<file path="config.mk">
export PLATFORM = sky130hd
export DESIGN_NAME = imem_access_ctrl
export DESIGN_NICKNAME = d
export VERILOG_FILES = /design/src/rtl/imem_ctrl_pkg.sv /design/src/rtl/imem_rr_arb.sv /design/src/rtl/imem_access_ctrl.sv
export SDC_FILE = /design/constraint.sdc
export NUM_CORES = 1
export LEC_CHECK = 0
export ABC_AREA = 1
export CORE_MARGIN = 1
export CORE_UTILIZATION = 44
export CTS_CLUSTER_SIZE = 30
export DETAILED_ROUTE_END_ITERATION = 12
export HOLD_SLACK_MARGIN = 0.02
export PLACE_DENSITY = 0.81
export SYNTH_ARGS = -nofsm -noshare
export SYNTH_HDL_FRONTEND = slang
export SYNTH_SLANG_ARGS = --single-unit
</file>
<file path="constraint.sdc">
create_clock -name clk -period 2.85 [get_ports clk]
set_input_delay 0.57 -clock clk [delete_from_list [all_inputs] [get_ports clk]]
set_output_delay 0.57 -clock clk [all_outputs]
set_load 0.03 [all_outputs]
</file>
<file path="src/rtl/imem_ctrl_pkg.sv">
`default_nettype none
// ============================================================================
//  Module      : imem_ctrl_pkg
//  Description : Shared types and default geometry for the instruction-RAM
//                access controller (FSM states, arbitration owner).
//  Revision    : 1.0 - initial release
// ============================================================================
package imem_ctrl_pkg;

    localparam int unsigned IMEM_DEPTH  = 1024;
    localparam int unsigned IMEM_ADDR_W = 16;
    localparam int unsigned IMEM_DATA_W = 16;

    typedef enum logic [1:0] {
        ST_IDLE  = 2'd0,
        ST_WRITE = 2'd1,
        ST_READ  = 2'd2,
        ST_CLEAR = 2'd3
    } state_e;

    typedef enum logic {
        OWN_LOADER = 1'b0,
        OWN_FETCH  = 1'b1
    } owner_e;

endpackage
`default_nettype wire

</file>
<file path="src/rtl/imem_rr_arb.sv">
`default_nettype none
// ============================================================================
//  Module      : imem_rr_arb
//  Description : Two-requester grant logic (loader vs fetch). With
//                IMEM_ARB_RR_EN defined, ties are resolved round-robin using
//                a one-bit last_owner history; otherwise the loader always
//                wins ties.
//  Revision    : 1.0 - initial release
// ============================================================================
module imem_rr_arb
    import imem_ctrl_pkg::*;
(
`ifdef IMEM_ARB_RR_EN
    input  logic clk,
    input  logic reset,
`endif
    input  logic en_i,
    input  logic ld_req_i,
    input  logic fe_req_i,
    output logic ld_gnt_o,
    output logic fe_gnt_o
);

`ifdef IMEM_ARB_RR_EN
    owner_e last_owner_q;
    owner_e last_owner_d;

    // Tie goes to whoever did not win the previous grant; history follows every grant.
    always_comb begin
        ld_gnt_o     = 1'b0;
        fe_gnt_o     = 1'b0;
        last_owner_d = last_owner_q;
        if (en_i) begin
            if (ld_req_i && fe_req_i) begin
                ld_gnt_o = (last_owner_q == OWN_FETCH);
                fe_gnt_o = (last_owner_q == OWN_LOADER);
            end else begin
                ld_gnt_o = ld_req_i;
                fe_gnt_o = fe_req_i;
            end
        end
        if (ld_gnt_o) begin
            last_owner_d = OWN_LOADER;
        end else if (fe_gnt_o) begin
            last_owner_d = OWN_FETCH;
        end
    end

    // History register; resets to fetch so the loader takes the first tie.
    always_ff @(posedge clk or posedge reset) begin
        if (reset) begin
            last_owner_q <= OWN_FETCH;
        end else begin
            last_owner_q <= last_owner_d;
        end
    end
`else
    // Fixed priority: loader first, fetch only when the loader is silent.
    always_comb begin
        ld_gnt_o = en_i & ld_req_i;
        fe_gnt_o = en_i & fe_req_i & ~ld_req_i;
    end
`endif

endmodule
`default_nettype wire

</file>
<file path="src/rtl/imem_access_ctrl.sv">
`default_nettype none
// ============================================================================
//  Module      : imem_access_ctrl
//  Description : Sequencer/arbiter owning the instruction RAM port. Serves
//                loader writes, fetch reads (registered return data) and a
//                whole-RAM zero-fill. Arbitration mode selected by the
//                IMEM_ARB_RR_EN macro (defined: round-robin, else fixed).
//  Revision    : 1.0 - initial release
// ============================================================================
module imem_access_ctrl
    import imem_ctrl_pkg::*;
#(
    parameter int unsigned DEPTH  = IMEM_DEPTH,
    parameter int unsigned ADDR_W = IMEM_ADDR_W,
    parameter int unsigned DATA_W = IMEM_DATA_W
) (
    input  logic              clk,
    input  logic              reset,
    input  logic              ld_valid,
    output logic              ld_ready,
    input  logic [ADDR_W-1:0] ld_addr,
    input  logic [DATA_W-1:0] ld_data,
    output logic              ld_err,
    input  logic              fe_req,
    output logic              fe_gnt,
    input  logic [ADDR_W-1:0] fe_addr,
    output logic [DATA_W-1:0] fe_rdata,
    output logic              fe_rvalid,
    output logic              fe_err,
    input  logic              clr_start,
    output logic              clr_done,
    output logic              busy,
    output logic [ADDR_W-1:0] ram_addr,
    output logic [DATA_W-1:0] ram_data,
    output logic              ram_we,
    input  logic [DATA_W-1:0] ram_rdata
);

    localparam logic [ADDR_W-1:0] c_last_addr = ADDR_W'(DEPTH - 1);

    state_e            state_q,       state_d;
    logic [ADDR_W-1:0] ram_addr_q,    ram_addr_d;
    logic [DATA_W-1:0] ram_data_q,    ram_data_d;
    logic              ram_we_q,      ram_we_d;
    logic              ld_err_q,      ld_err_d;
    logic [DATA_W-1:0] fe_rdata_q,    fe_rdata_d;
    logic              fe_rvalid_q,   fe_rvalid_d;
    logic              fe_err_q,      fe_err_d;
    logic              fe_oor_q,      fe_oor_d;
    logic              clr_pending_q, clr_pending_d;
    logic              clr_done_q,    clr_done_d;
    logic              busy_q;

    logic w_clr_req;
    logic w_grant_en;
    logic w_ld_in_range;
    logic w_fe_in_range;

    // A clear request (stored or arriving now) blocks all handshake grants.
    assign w_clr_req     = clr_pending_q | clr_start;
    assign w_grant_en    = (state_q == ST_IDLE) & ~w_clr_req & ~reset;
    assign w_ld_in_range = (ld_addr <= c_last_addr);
    assign w_fe_in_range = (fe_addr <= c_last_addr);

    imem_rr_arb u_arb (
`ifdef IMEM_ARB_RR_EN
        .clk      (clk),
        .reset    (reset),
`endif
        .en_i     (w_grant_en),
        .ld_req_i (ld_valid),
        .fe_req_i (fe_req),
        .ld_gnt_o (ld_ready),
        .fe_gnt_o (fe_gnt)
    );

    // Next-state and registered-output decode; RAM port values are captured
    // one edge early so they appear as clean registers during WRITE/READ/CLEAR.
    always_comb begin
        state_d       = state_q;
        ram_addr_d    = ram_addr_q;
        ram_data_d    = ram_data_q;
        ram_we_d      = 1'b0;
        ld_err_d      = 1'b0;
        fe_rdata_d    = fe_rdata_q;
        fe_rvalid_d   = 1'b0;
        fe_err_d      = 1'b0;
        fe_oor_d      = fe_oor_q;
        clr_pending_d = clr_pending_q | clr_start;
        clr_done_d    = 1'b0;
        unique case (state_q)
            ST_IDLE: begin
                if (w_clr_req) begin
                    state_d       = ST_CLEAR;
                    ram_addr_d    = '0;
                    ram_data_d    = '0;
                    ram_we_d      = 1'b1;
                    clr_pending_d = 1'b0;
                end else if (ld_valid && ld_ready) begin
                    state_d    = ST_WRITE;
                    ram_addr_d = ld_addr;
                    ram_data_d = ld_data;
                    ram_we_d   = w_ld_in_range;
                    ld_err_d   = ~w_ld_in_range;
                end else if (fe_req && fe_gnt) begin
                    state_d    = ST_READ;
                    ram_addr_d = fe_addr;
                    fe_oor_d   = ~w_fe_in_range;
                end
            end
            ST_WRITE: begin
                state_d = ST_IDLE;
            end
            ST_READ: begin
                state_d     = ST_IDLE;
                fe_rvalid_d = 1'b1;
                fe_err_d    = fe_oor_q;
                fe_rdata_d  = fe_oor_q ? '0 : ram_rdata;
            end
            ST_CLEAR: begin
                if (ram_addr_q == c_last_addr) begin
                    state_d    = ST_IDLE;
                    clr_done_d = 1'b1;
                end else begin
                    ram_addr_d = ram_addr_q + ADDR_W'(1);
                    ram_we_d   = 1'b1;
                end
            end
            default: begin
                state_d = ST_IDLE;
            end
        endcase
    end

    // State and output registers; reset aborts any operation in flight.
    always_ff @(posedge clk or posedge reset) begin
        if (reset) begin
            state_q       <= ST_IDLE;
            ram_addr_q    <= '0;
            ram_data_q    <= '0;
            ram_we_q      <= 1'b0;
            ld_err_q      <= 1'b0;
            fe_rdata_q    <= '0;
            fe_rvalid_q   <= 1'b0;
            fe_err_q      <= 1'b0;
            fe_oor_q      <= 1'b0;
            clr_pending_q <= 1'b0;
            clr_done_q    <= 1'b0;
            busy_q        <= 1'b0;
        end else begin
            state_q       <= state_d;
            ram_addr_q    <= ram_addr_d;
            ram_data_q    <= ram_data_d;
            ram_we_q      <= ram_we_d;
            ld_err_q      <= ld_err_d;
            fe_rdata_q    <= fe_rdata_d;
            fe_rvalid_q   <= fe_rvalid_d;
            fe_err_q      <= fe_err_d;
            fe_oor_q      <= fe_oor_d;
            clr_pending_q <= clr_pending_d;
            clr_done_q    <= clr_done_d;
            busy_q        <= (state_d != ST_IDLE);
        end
    end

    assign ram_addr  = ram_addr_q;
    assign ram_data  = ram_data_q;
    assign ram_we    = ram_we_q;
    assign ld_err    = ld_err_q;
    assign fe_rdata  = fe_rdata_q;
    assign fe_rvalid = fe_rvalid_q;
    assign fe_err    = fe_err_q;
    assign clr_done  = clr_done_q;
    assign busy      = busy_q;

endmodule
`default_nettype wire
</file>
# Word-level counts from Yosys, hierarchy flattened

Index checks and enable logic that the tools add are counted.
W data, S select, Z words.

Output and inout bits: 56
Register bits: 58
Input bits: 69

Equality and inequality tests: 6
Bitwise operators: 12
Reduce and logical (&&, ||, !) cells: 10
$add $sub $neg: 1
Muxes and demuxes: 25
$lt $le $gt $ge: 2

Operators by type and width:

| cell                    | count |
|---|---|
| $mux W16                | 7 |
| $le A16 B10 Y1 const B  | 2 |
| $pmux W16 S2            | 1 |
| $add A16 B1 Y16 const B | 1 |
| $eq A16 B10 Y1 const B  | 1 |
| $mux W1                 | 11 |
| $mux W2                 | 4 |
| $not A1 Y1              | 6 |
| $pmux W2 S3             | 1 |
| $reduce_bool A2 Y1      | 3 |
| $and A1 B1 Y1           | 5 |
| $eq A2 B2 Y1 const B    | 2 |
| $ne A4 B2 Y1 const B    | 1 |
| $reduce_and A4 Y1       | 1 |
| $reduce_and A3 Y1       | 1 |
| $eq A2 B1 Y1 const B    | 1 |
| $logic_and A1 B1 Y1     | 2 |
| $logic_not A2 Y1        | 1 |
| $ne A2 B2 Y1 const B    | 1 |
| $pmux W1 S2             | 1 |
| $reduce_and A2 Y1       | 1 |
| $reduce_or A2 Y1        | 1 |
| $or A1 B1 Y1            | 1 |

# Logic depth before layout (Yosys ltp)

Gate-level depths: netlist of run 1.

Depth in word-level cells: 12
Mapped depth: 11

# Modules after synthesis

Synthesis of run 1 repeated with hierarchy kept, for this count alone.

Cells, all modules: 386
Area total of the unflattened synthesis: 3091.7 um^2

By module, submodules not included:

| module           | times used | cells each | area an instance (um^2) |
|---|---|---|---|
| imem_access_ctrl | 1          | 382        | 3074.2 |
| imem_rr_arb      | 1          | 4          | 17.5 |

# Worst setup path before layout of run 1

No wires, ideal clock.

Kind: in2out
Start point: in reset
End point: out ld_ready
Path slack: 0.102 ns
Data required time: 2.280 ns
Path buffers: 2
Stages: 5
Arrival: 2.178 ns
Cells stage by stage: inv_2 > nand3_2 > nor2_2 > buf_2 > buf_2

Cells in the longest elaborated chain, start to end: 3

Ends and longest elaborated chain:

| what               | line                   | RTL |
|---|---|---|
| start: declaration | imem_access_ctrl.sv:18 | `input logic reset,` |
| $not A1 Y1         | imem_access_ctrl.sv:61 | `assign w_grant_en = (state_q == ST_IDLE) & ~w_clr_req & ~reset;` |
| $and A1 B1 Y1      | imem_access_ctrl.sv:61 |  |
| $and A1 B1 Y1      | imem_rr_arb.sv:60      | `ld_gnt_o = en_i & ld_req_i;` |
| end: declaration   | imem_access_ctrl.sv:20 | `output logic ld_ready,` |

Every way passes these cells.

# Worst setup path in the final report of run 1

Start point: in clr_start
End point: out ld_ready

Cells in the longest elaborated chain, start to end: 5

Ends and longest elaborated chain:

| what                        | line                   | RTL |
|---|---|---|
| start: declaration          | imem_access_ctrl.sv:30 | `input logic clr_start,` |
| $or A1 B1 Y1                | imem_access_ctrl.sv:60 | `assign w_clr_req = clr_pending_q \| clr_start;` |
| $not A1 Y1 (no line)        | n/a                    |  |
| $and A1 B1 Y1 (2 in series) | imem_access_ctrl.sv:61 |  |
| $and A1 B1 Y1               | imem_rr_arb.sv:60      |  |

Every way passes these cells.

==> metrics.md, run 1 <==
| Metric | Value |
|---|---|
| H-tree depth | `3` |
| Clock edge transition at the registers on the reported setup and hold paths | `70 ps` |
| Wire length per cell after detailed routing | `13.07 um` |
| Detailed placement HPWL | `approximately 6400 um` |
| Core region area | `0.006944 sq mm` |
| Number of input and output port buffers inserted | `124` |
| CTS tree | `built` |
| Post-DR vias/cell | `approximately 5` |
| Number of buffers between clock root and the deepest sink | `2` |
| Crit start category | `primary input` |
| Total via count after detailed routing | `3289` |
| Top-count cell post-synth | `sky130_fd_sc_hd__nand2_1` |
| Number of cells on the worst reg-to-reg path | `8` |
| Number of cell rows | `30` |
| Critical path endpoint category | `output pin` |
| Number of enable-type register cells in the synthesized netlist | `0` |
| Initial antenna violation count | `0` |
| Post-detailed-route DRC marker count | `0` |
| Final Max Tran Viols | `0` |
| Drt total wl | `about 8700 um` |
| Post-cts sizing count | `0` |
| CTS sink cnt | `58` |
| Total setup buffers inserted after CTS | `0` |
| Total die area | `0.007654 sq mm` |
| Number of nets in the synthesized netlist | `a little over 500` |
| Congestion Overflow GR | `0` |
| Antenna Cells | `0` |
| I/O Pins | `125` |
| Critical-path maximum fanout | `33` |
| Area of the mapped netlist | `0.003216 sq mm` |
| Cell type contributing the most total cell area after synthesis | `sky130_fd_sc_hd__dfrtp_1` |
| Count of state elements after synthesis | `58` |
| Slew at the pin closest to its max-slew limit | `1010 ps` |
| Ratio of cells with drive above 1 in the final layout | `roughly 7.2%` |
| Cells after Synth | `440` |
| Total Neg Setup Slack | `0 ps` |
| Total track usage | `23.82%` |
| Number of global-route vias before repair | `3135` |
| Post-layout min period | `2566 ps` |
| Tcrit/Tclk final | `between 90% and 100%` |
| Die span in x | `87.49 um` |
| Relative slew margins | `32.40%` |
| Syn_area_per_cell | `7.308 sq um` |
| Initial core utilization | `46.31%` |
| Largest net degree at the start of global routing | `59` |
| Maximum clock frequency | `approximately 390 MHz` |
| Final GP Congestion | `0.8456` |
| Wire length of the first global-routing pass | `14240 um` |
| Worst skew pair latency | `330 ps` |
| Most area-consuming cells after synthesis | `sky130_fd_sc_hd__dfrtp_1, sky130_fd_sc_hd__nand2_1, sky130_fd_sc_hd__o21ai_0` |
| Area delta synth->final | `48.29%` |
| Class of the tightest hold or removal check | `register to register` |
| Critical path class | `primary input to output pin` |
| Layout Skew | `8.758 ps` |
| Quantity of hold-fixing buffers added after cts | `0` |
| Run status | `completed` |
| Worst hold slack | `between 400 and 500 ps` |
| Unrepaired setup endpoints after global routing | `false` |
| Pre-Repair DR Iteration Count | `4` |
| Number of nets in the final layout | `639` |
| Leakage power figure | `~2.2 nW` |
| Number of library cell types mapped by synthesis | `28` |
| Clk Tree Root Cell | `sky130_fd_sc_hd__clkbuf_8` |
| DRC violation total after the first TritonRoute iteration | `150` |
| Worst supply voltage drop on vdd | `0.4821 mV` |
| Top FF cell, synth | `sky130_fd_sc_hd__dfrtp_1` |
| Setup slack on the worst flop-to-flop path | `660 ps` |
| Number of cells after detailed placement | `650` |
| Floorplan die height | `approximately 87 um` |
| Final setup viols | `0` |
| Yosys warns | `0` |
| Max-cap check violation count | `0` |
| Synth top area share | `45.14%` |
| Worst Path Arrival | `2000 ps` |
| Top cells by count, synth | `sky130_fd_sc_hd__nand2_1, sky130_fd_sc_hd__dfrtp_1, sky130_fd_sc_hd__inv_1` |
| Number of standard cells in the layout, taps in and fillers out | `666` |
| Number of buffers created by CTS | `9` |
| Number of instances on the worst hold path | `2` |
| Crit path required time | `2280 ps` |
| Number of endpoints with negative hold slack in the final report | `0` |
| Register area share after synthesis | `45.14%` |
| Number of nets with antenna violations after routing | `0` |
| Proportion of register bits with asynchronous set or reset after synthesis | `between 90% and 100%` |
| Power per Cell Area | `859.7 mW/mm^2` |
-- cell usage in the layout, fill, tap and decap left out, drive strengths merged, types with 2 or more instances in the layout --
| cell | synthesis | routed |
|---|---|---|
| nand4 | 8 | 8 |
| o21ai | 55 | 55 |
| nand2 | 152 | 152 |
| nor3 | 2 | 2 |
| clkbuf | 6 | 11 |
| dfrtp | 58 | 58 |
| bufinv | 0 | 3 |
| buf | 9 | 7 |
| ha | 5 | 5 |
| nand3 | 43 | 43 |
| nor2 | 40 | 40 |
| inv | 52 | 52 |
| clkinv | 1 | 2 |
| a21oi | 2 | 2 |
| xor2 | 3 | 3 |
| clkdlybuf4s50 | 0 | 122 |
-- routing by layer --
layer | up-vias | share of wire (%) | global-route usage (%)
met4 | 0 | 0.83 | 6.855
met3 | 8 | 7.8 | 5.213
met5 | - | 0 | 0
met2 | 123 | 49 | 42.26
li1 | 1641 | - | -
met1 | 1517 | 42 | 28.93
-- worst paths after layout --
path                                  from       endpoint
max in group asynchronous            reset   ram_addr[15]
worst max register to register  state_q[0]           busy
worst min-delay path              fe_oor_q         fe_err
min in group asynchronous            reset  clr_pending_q
worst min register to register    fe_oor_q         fe_err
worst max-delay path             clr_start       ld_ready
-- power by group --
part | internal, mW | total, mW | switching (mW)
clock | 0.580 | 0.902 | 0.321
combinational | 0.702 | 1.91 | 1.21
sequential | 1.03 | 1.29 | 0.255
total | 2.32 | 4.10 | 1.78
-- stage by stage --
stage | power (mW) | util [%] | cell area (sq um) | setup slack, ps
2_1_floorplan | 2.496 | - | 3216 | 102.5
3_3_place_gp | 3.168 | 65.30 | 4534 | 265.3
3_5_place_dp | 3.210 | 65.30 | 4534 | 254.8
4_1_cts | 4.127 | 68.67 | 4768 | 278.5
5_1_grt | 4.368 | 68.67 | 4768 | 218.1
6_report | 4.099 | 68.67 | 4768 | 283.6
-- flip-flops by register name (all words and copies together) (netlist names), 2 cells and up --
| name | cells |
|---|---|
| fe_rdata | 16 |
| ram_data | 16 |
| ram_addr | 16 |
| state_q | 2 |
-- kinds of logic (layout without fill, tap and decap cells) --
kind of cell	Yosys count	count (layout)	share of synthesized area [%]
AND/OR/NAND/NOR	248	248	34.48
buffers and inverters	68	198	8.521
AO/OA/AOI/OAI	58	58	9.105
flip-flops	58	58	45.14
adder cells (fa/ha/maj)	5	5	1.946
XOR/XNOR	3	3	0.8173
-- cell type report --
class                           count  area, sq um
Clock buffer                       11        131.4
Clock inverter                      5        102.6
Fill cell                         568         2176
Inverter                           53        198.9
Multi-Input combinational cell    314         1490
Sequential cell                    58         1451
Tap cell                           96        120.1
Timing Repair Buffer              129         1274
-- worst max-delay path: stages --
cell and delay (ps):
sky130_fd_sc_hd__clkdlybuf4s50_1 450, sky130_fd_sc_hd__nor2_4 150, sky130_fd_sc_hd__nand3_2 130, sky130_fd_sc_hd__nor2_2 130
sky130_fd_sc_hd__buf_4 340, sky130_fd_sc_hd__buf_4 230
(Power assumes the default switching activity.)
==> run 2, diff against run 1 <==
SKIP_LAST_GASP = 1   (was not set)
==> results of run 2 <==
The final DEF is identical to that of run 1; final timing and power are the same.
==> run 3, diff against run 2 <==
SYNTH_HIERARCHICAL = 1   (was not set)
==> run 3 against run 2 <==
  * Setup slack improved by 84 ps
  * Final cell count fell by 8.0%
  * Global-route usage rose by 1.3 points
  * First-iteration DRC count rose by 13%
  * Sequential share of layout area rose by 0.79 points
==> metrics.md, run 3 <==
| Metric | Value |
|---|---|
| Leading cell type in the layout, fill and taps excluded | `sky130_fd_sc_hd__clkdlybuf4s50_1` |
| Pre-Repair DR Iteration Count | `4` |
| Startpoint of the worst-slack reg-to-reg timing path | `state_q[1]` |
| Wire length per cell after detailed routing | `approximately 14 um` |
| DRC violation total after the first TritonRoute iteration | `170` |
| Antenna Cells | `0` |
| Wire length of the first global-routing pass | `14350 um` |
| Worst skew pair latency | `340 ps` |
| Area of the mapped netlist | `0.003092 sq mm` |
| Ratio of cells with drive above 1 in the final layout | `10.06%` |
| Total via count after detailed routing | `3099` |
| Yosys warns | `6` |
| Unrepaired setup endpoints after global routing | `false` |
| CTS sink cnt | `58` |
| Count of state elements after synthesis | `58` |
| Area delta synth->final | `50.34%` |
| FF-to-FF End | `ram_addr[1]` |
| Cell type contributing the most total cell area after synthesis | `sky130_fd_sc_hd__dfrtp_1` |
| Core region area | `0.006794 sq mm` |
| Total track usage | `25.16%` |
| Top cells by count, synth | `sky130_fd_sc_hd__nand2_1, sky130_fd_sc_hd__dfrtp_1, sky130_fd_sc_hd__inv_1` |
| Syn_area_per_cell | `8.010 sq um` |
| Die span in x | `around 86 um` |
| Post-DR vias/cell | `5.055` |
| Critical-path maximum fanout | `21` |
| Detailed placement HPWL | `6332 um` |
| Tcrit/Tclk final | `between 80% and 90%` |
| Maximum clock frequency | `just over 400 MHz` |
| Top-count cell post-synth | `sky130_fd_sc_hd__nand2_1` |
| Number of standard cells in the layout, taps in and fillers out | `613` |
| Initial core utilization | `between 40% and 50%` |
| Relative slew margins | `32.33%` |
| Crit start category | `primary input` |
| Commonest non-fill, non-tap cells in the layout | `sky130_fd_sc_hd__clkdlybuf4s50_1, sky130_fd_sc_hd__nand2_1, sky130_fd_sc_hd__dfrtp_1, sky130_fd_sc_hd__inv_1, sky130_fd_sc_hd__nor2_1` |
| Number of endpoints with negative hold slack in the final report | `0` |
| Proportion of register bits with asynchronous set or reset after synthesis | `100.0%` |
| Number of cells after detailed placement | `598` |
| I/O Pins | `around 130` |
| Worst Path Arrival | `~2800 ps` |
| H-tree depth | `3` |
| Post-layout min period | `~2500 ps` |
| Number of global-route vias before repair | `3014` |
| Total Neg Setup Slack | `0 ps` |
| Run status | `completed` |
| Number of cell rows | `30` |
| Top FF cell, synth | `sky130_fd_sc_hd__dfrtp_1` |
| Final Max Tran Viols | `0` |
| Leakage power figure | `2.127 nW` |
| Power per Cell Area | `896.9 mW/mm^2` |
| Number of nets with antenna violations after routing | `0` |
| Register area share after synthesis | `46.94%` |
| Number of buffers created by CTS | `9` |
| Worst hold slack | `488.7 ps` |
| Clock edge transition at the registers on the reported setup and hold paths | `around 70 ps` |
| Number of enable-type register cells in the synthesized netlist | `0` |
| Slew at the pin closest to its max-slew limit | `1015 ps` |
| Initial antenna violation count | `0` |
| Number of buffers between clock root and the deepest sink | `2` |
| Quantity of hold-fixing buffers added after cts | `0` |
| Final GP Congestion | `0.8347` |
| Synth top area share | `a little under half` |
| Setup slack on the worst flop-to-flop path | `580 ps` |
| Post-detailed-route DRC marker count | `0` |
| Number of library cell types mapped by synthesis | `32` |
| Number of nets in the final layout | `just under 600` |
| Final setup viols | `0` |
| Number of nets in the synthesized netlist | `459` |
| Total setup buffers inserted after CTS | `0` |
| Number of cells on the worst reg-to-reg path | `14` |
| Critical path class | `primary input to register` |
| Floorplan die height | `approximately 86 um` |
| Max-cap check violation count | `0` |
| Most area-consuming cells after synthesis | `sky130_fd_sc_hd__dfrtp_1, sky130_fd_sc_hd__nand2_1, sky130_fd_sc_hd__nand3_1` |
| Critical path endpoint category | `register` |
| Number of input and output port buffers inserted | `between 100 and 150` |
| Post-cts sizing count | `0` |
| Congestion Overflow GR | `0` |
| Clk Tree Root Cell | `sky130_fd_sc_hd__clkbuf_8` |
| Layout Skew | `9.346 ps` |
| Total die area | `between 0.007 and 0.008 sq mm` |
| Cells after Synth | `386` |
| Crit path required time | `3130 ps` |
| CTS tree | `built` |
| Worst supply voltage drop on vdd | `0.4188 mV` |
| Final core area utilization | `between 60% and 70%` |
| Drt total wl | `8800 um` |
| Class of the tightest hold or removal check | `primary input to async pin` |
| Largest net degree at the start of global routing | `51` |
[run 3: logic make-up (layout without fill, tap and decap cells)]
logic type               count (synthesis)  after routing  synth area share [%]
AND/OR/NAND/NOR                        181            181                 26.06
AO/OA/AOI/OAI                           81             81                 16.96
buffers and inverters                   62            193                 8.417
flip-flops                              58             58                 46.94
adder cells (fa/ha/maj)                  4              4                 1.619
[run 3: how the worst max path moves through the flow]
stage                     startpoint            to  slack, ps  depth (start not counted)
after floorplan           state_q[0]  ram_addr[10]        510                         15
after global placement     clr_start  ram_addr[15]        160                         14
after detailed placement   clr_start   ram_addr[8]         60                         14
final                      clr_start   ram_addr[1]        370                         14
after global routing       clr_start   ram_addr[1]         90                         14
after CTS                  clr_start   ram_addr[3]        390                         14
[run 3: power breakdown]
group	switching, mW	leakage [nW]	total (mW)	internal (mW)
combinational	1.27	1.26	2.05	0.783
clock	0.335	0.105	0.817	0.482
sequential	0.229	0.764	1.30	1.07
[run 3: final cells by class]
class | count | area, sq um
inverter | 47 | 176.4
fill | 555 | 2146
clock buffer | 9 | 123.9
clock inverter | 6 | 82.58
multi-input combinational | 266 | 1380
sequential | 58 | 1451
timing repair buffer | 131 | 1314
tap | 96 | 120.1
[run 3: per-stage QoR]
stage | total power, mW | setup slack, ps | area (sq um)
6_report | 4.169 | 367.4 | 4648
5_1_grt | 4.441 | 86.76 | 4648
4_1_cts | 4.185 | 392.9 | 4648
3_5_place_dp | 3.351 | 57.27 | 4442
3_3_place_gp | 3.297 | 157.1 | 4442
2_1_floorplan | 2.617 | 509.8 | 3092
[run 3: worst max-delay path, stage by stage]
cell and delay, ps:
sky130_fd_sc_hd__clkdlybuf4s50_1 480, sky130_fd_sc_hd__nor2_2 250, sky130_fd_sc_hd__nand2_1 120, sky130_fd_sc_hd__nor2_1 140
sky130_fd_sc_hd__nand2_1 80, sky130_fd_sc_hd__nor2_2 100, sky130_fd_sc_hd__nand2_1 100, sky130_fd_sc_hd__nand3_1 110
sky130_fd_sc_hd__nor2_1 40, sky130_fd_sc_hd__nor2_1 140, sky130_fd_sc_hd__nand2_2 80, sky130_fd_sc_hd__inv_2 350
sky130_fd_sc_hd__nand2_1 120, sky130_fd_sc_hd__nand2_1 80
[run 3: layer usage]
layer	global-route usage [%]	wire (um)	vias up
met5	0	0	-
met4	10.00	188	0
met3	5.390	563	15
met2	40.87	4216	101
met1	32.92	3831	1463
li1	-	-	1520
==> variant 1 (config.mk and constraints of run 1) <==
Set the package constant `IMEM_ADDR_W` to 18 (it was 16).
--- a/src/rtl/imem_ctrl_pkg.sv
+++ b/src/rtl/imem_ctrl_pkg.sv
@@ -9,5 +9,5 @@
 
     localparam int unsigned IMEM_DEPTH  = 1024;
-    localparam int unsigned IMEM_ADDR_W = 16;
+    localparam int unsigned IMEM_ADDR_W = 18;
     localparam int unsigned IMEM_DATA_W = 16;
 
Ports: changed (resized fe_addr, ld_addr and ram_addr); port bits go from 125 to 131. The function was not compared with the original's and may differ.
==> variant 1 against run 1 <==
- sequential cell count grew 2
- setup slack worse by 0.13 ns
- clock skew rose by 0.00078 ns
- count of clock-buffer cells in the layout grew 1
- cell count increased by 3.0%
- largest power group unchanged
- routed wire length rose by 7.6%
- total power grew 18%
- final area up 4.7%
- synthesized area is 5.3% higher
==> variant 1: results (changes against run 1) <==
Leak 2.28 nW (+2.4%); Clk Latency, worst-skew pair 0.34 ns; port buffer count 130 (+4.8%); status complete, no violations; Post-Synth XOR/XNOR Area 0.00517 (-0.00300); clock-net power 0.782 mW (-13%); fraction of synthesized area in multiplexers 0 (unchanged); Synth cell types 36 (+29%); maximum vdd ir drop 0.000483 V (+0.13%); ANT cells 0 (unchanged); DRC viols 0 (unchanged); sequential area share after synthesis 0.443 (-0.00790); per-cell routed wire length 13.7 µm (+4.5%); Mapped Cells 447 (+1.6%); Initial DRC Count 154 (+2.7%); via count of the first global-routing pass 3,392 (+8.2%); Worst slew margin 0.371 (+0.0467); Finished Layout Cells 686 (+3.0%); gr usage total 0.241 (+0.00269); worst-path maximum fanout 5 (-85%); Compound-Gate Fraction of Synth Area 0.143 (+0.0520); combinational power 2.57 mW (+35%); Post-DP HPWL 7.07 mm (+10%); Largest stage delay, worst path 0.69 ns (+0.24 ns); pin count of the biggest net entering global routing 48 (-19%); Adder-Cell Fraction of Synth Area 0.0185 (-0.000978); Synth top cells by count 115 x nand2_1, 66 x inv_1, 61 x o21ai_0; vias per inst 4.95 (+0.27%); max FFs per register 18; cell count after placement 670 (+3.1%); top cells by area, synth dfrtp_1 44%, nand2_1 13%, o21ai_0 9.0%, inv_1 7.3%, nand3_1 4.7%; slowest CP cell clkdlybuf4s50_1; first-pass GRT wire length 15.5 mm (+8.8%); PwrDens 967 nW/µm² (+12%); Final GP Congestion 0.860 (+1.7%); share of cells above drive strength 1 0.0852 (+0.0132); worst path arrival time 2.12 ns (+0.12 ns); Num CTS Buffers 9 (unchanged); Cell Int Power 2.58 mW (+12%); nets@finish 660 (+3.3%); placed cell area 4790 µm² (+5.6%); Synthesized Nets 525 (+2.1%); Fin Clk Skew 0.00953 ns (+0.000775 ns)
[variant 1: cell count changes after synthesis, sizes merged, moves of 5 or more]
cell,before,now
nand2,152,121
inv,52,69
nand3,43,33
o21ai,55,65
a21oi,2,9
o211ai,0,5
o21a,0,5
[variant 1: final cells by class]
cell class	count	area, µm²
fillers	626	2340
inverters	70	269
clock inverters	4	47.5
multi-input cells	302	1520
flip-flops and latches	60	1500
repair buffers	139	1370
clock buffers	12	155
well taps	99	124
[variant 1: cell families after synthesis]
| logic type | Yosys count |
|---|---|
| AO/OA/AOI/OAI | 87 |
| XOR/XNOR | 2 |
| flip-flops | 60 |
| buffers and inverters | 85 |
| AND/OR/NAND/NOR | 208 |
| adder cells (fa/ha/maj) | 5 |
[variant 1: metal layers]
metal / vias up / track usage / part of all wire / routed length, µm
met2: 131 / 0.428 / 0.50 / 4690
li1: 1685 / - / - / -
met1: 1565 / 0.281 / 0.42 / 3960
met4: 0 / 0.0902 / 0.016 / 154
met5: - / 0 / 0 / 0
met3: 16 / 0.0567 / 0.061 / 570
[variant 1: metrics by stage]
stage               setup slack [ns]  hold slack, ns
CTS                           0.0944           0.528
floorplan                     0.0215           0.456
global placement               0.138           0.496
detailed placement             0.124           0.516
finish                         0.158           0.531
global route                  0.0342           0.550
[variant 1: path summary, 6_finish.rpt]
kind	startpoint	to	slack (ns)	cells past startpoint
max	state_q[1]	ld_ready	0.16	5
min	fe_rdata[5]	fe_rdata[5]	0.53	2
max reg2reg	state_q[1]	ram_data[3]	0.77	7
min reg2reg	fe_rdata[5]	fe_rdata[5]	0.53	2
max in group asynchronous	reset	fe_rdata[6]	1.56	3
min in group asynchronous	reset	ram_addr[1]	0.73	3
[variant 1: what timing repair did]
item | CTS | global route
setup endpoints to repair | 0 | 1
gates resized for setup | 0 | 1
buffers inserted | 0 | 0
==> variant 2 (settings of run 1) <==
Without the edit above. Re-encode `state_e` (4 states) as one-hot, 4 bits wide.
--- a/src/rtl/imem_ctrl_pkg.sv
+++ b/src/rtl/imem_ctrl_pkg.sv
@@ -12,9 +12,9 @@
     localparam int unsigned IMEM_DATA_W = 16;
 
-    typedef enum logic [1:0] {
-        ST_IDLE  = 2'd0,
-        ST_WRITE = 2'd1,
-        ST_READ  = 2'd2,
-        ST_CLEAR = 2'd3
+    typedef enum logic [3:0] {
+        ST_IDLE  = 4'b0001,
+        ST_WRITE = 4'b0010,
+        ST_READ  = 4'b0100,
+        ST_CLEAR = 4'b1000
     } state_e;
 
Behaviour: no difference found for any inputs over 10 cycles, from zero or initial values and one cycle with reset high; not proved beyond that.
==> variant 2 against run 1 <==
- sequential cell count grew 2
- hold slack gained 0.026 ns
- setup slack lost 0.18 ns
- clock skew shrank 0.0060 ns
- final area grew 2.2%
- routed wire length grew 6.2%
- cell count grew 3.3%
- synthesized area grew 5.5%
- count of clock-buffer cells in the layout is the same
Power is not compared: it rests on default switching activity, and its combinational part moved more than twofold at a synthesized area within 25%.
==> variant 2: results (changes against run 1) <==
fraction of synthesized area in multiplexers 0 (unchanged); max cap viols 0 (unchanged); M3 GR Usage 0.0398 (-0.0124); Synthesized Nets 530 (+3.1%); Min-Delay Startpoint fe_rdata[13]; total gr overflow 0 (unchanged); GRT met2 Usage 0.364 (-0.0585); cell count after placement 673 (+3.5%); Synth top cells by count 156 x nand2_1, 64 x inv_1, 59 x dfrtp_1; type of the tightest min-delay check reg -> reg; root buffer cell clkbuf_8; Worst-Margin Slew 1.02 ns (+0.0105 ns); worst path arrival time 2.17 ns (+0.17 ns); Clk Latency, worst-skew pair 0.33 ns (about the same); Fill cells 600 (+5.6%); FF-to-FF Start state_q[1]; ys async rst share 1.00 (unchanged); Finished Layout Cells 688 (+3.3%); met1 usage 0.315 (+0.0257); Initial DRC Count 135 (-10%); Synth Area per Inst 7.37 µm² (+0.90%); met1 WL 4.20 mm (+15%); Fin Clk Skew 0.00277 ns (-0.00599 ns); Num CTS Buffers 9 (unchanged); worst r2r dst fe_rdata[7]; synth-to-layout area growth 43.7%; via count of the first global-routing pass 3,182 (+1.5%); Routed WL 9.24 mm (+6.2%); DR WL met3 542 µm (-20%); Design Power 1.68 mW; pin count of the biggest net entering global routing 61 (+3.4%); gr usage total 0.237 (-0.00128); vias per inst 4.92 (-0.46%); Post-DP HPWL 6.79 mm (+6.1%); Worst Hold Slack 0.492 ns (+0.0256 ns); Final GP Congestion 0.929 (+9.9%); first-pass GRT wire length 15.1 mm (+6.3%); Hold Path Sink fe_rdata[13]; Clock power frac 0.406; DRT Pass-1 Iters 4 (unchanged); top cells by area, synth dfrtp_1 44%, nand2_1 17%, inv_1 7.1%, nand3_1 6.9%, o21ai_0 5.2%; placed cell area 4700 µm² (+3.6%); Hold Path Depth 2 (unchanged); FF-to-FF path depth 3 (-5); status complete, no violations; Post-Synth XOR/XNOR Area 0.00516 (-0.00301); R2R setup slack 0.96 ns (+0.30 ns); met2 WL 4.15 mm (-3.5%); share of cells above drive strength 1 0.0985 (+0.0265); sequential area share after synthesis 0.443 (-0.00835); nets@finish 655 (+2.5%); pre-CTS WS 0.109 ns (-0.145 ns); Adder-Cell Fraction of Synth Area 0.00369 (-0.0158); maximum vdd ir drop 0.000262 V; Compound-Gate Fraction of Synth Area 0.0738 (-0.0173); Synth cell types 34 (+21%); worst-path maximum fanout 7 (-79%); Leak 2.44 nW
variant 2: cell types whose count changed after synthesis, sizes merged, moves of 2 or more:
cell	run 1	this run
nand2	152	173
inv	52	69
o21ai	55	38
nand3	43	49
nor2	40	34
ha	5	1
nand4	8	4
clkinv	1	3
xor2	3	1
variant 2: worst max-delay path by stage:
stage	startpoint	end	slack [ns]
2_1_floorplan	reset	ld_ready	0.02
3_3_place_gp	clr_start	ld_ready	0.13
3_5_place_dp	clr_start	ld_ready	0.11
4_1_cts	clr_start	ld_ready	0.10
5_1_grt	clr_start	ld_ready	0.05
6_report	clr_start	ld_ready	0.11
variant 2: critical path, stage by stage:
cell	delay, ns
clkdlybuf4s50_1	0.49
nor2_8	0.23
nand4_4	0.12
clkinv_1	0.07
clkdlybuf4s50_1	0.69
variant 2: area by class of cell:
class                   instances  area share
multi-input cells             312       0.307
well taps                      99      0.0254
inverters                      72      0.0570
clock buffers                  11      0.0311
clock inverters                 4     0.00513
flip-flops and latches         60       0.308
repair buffers                130       0.266
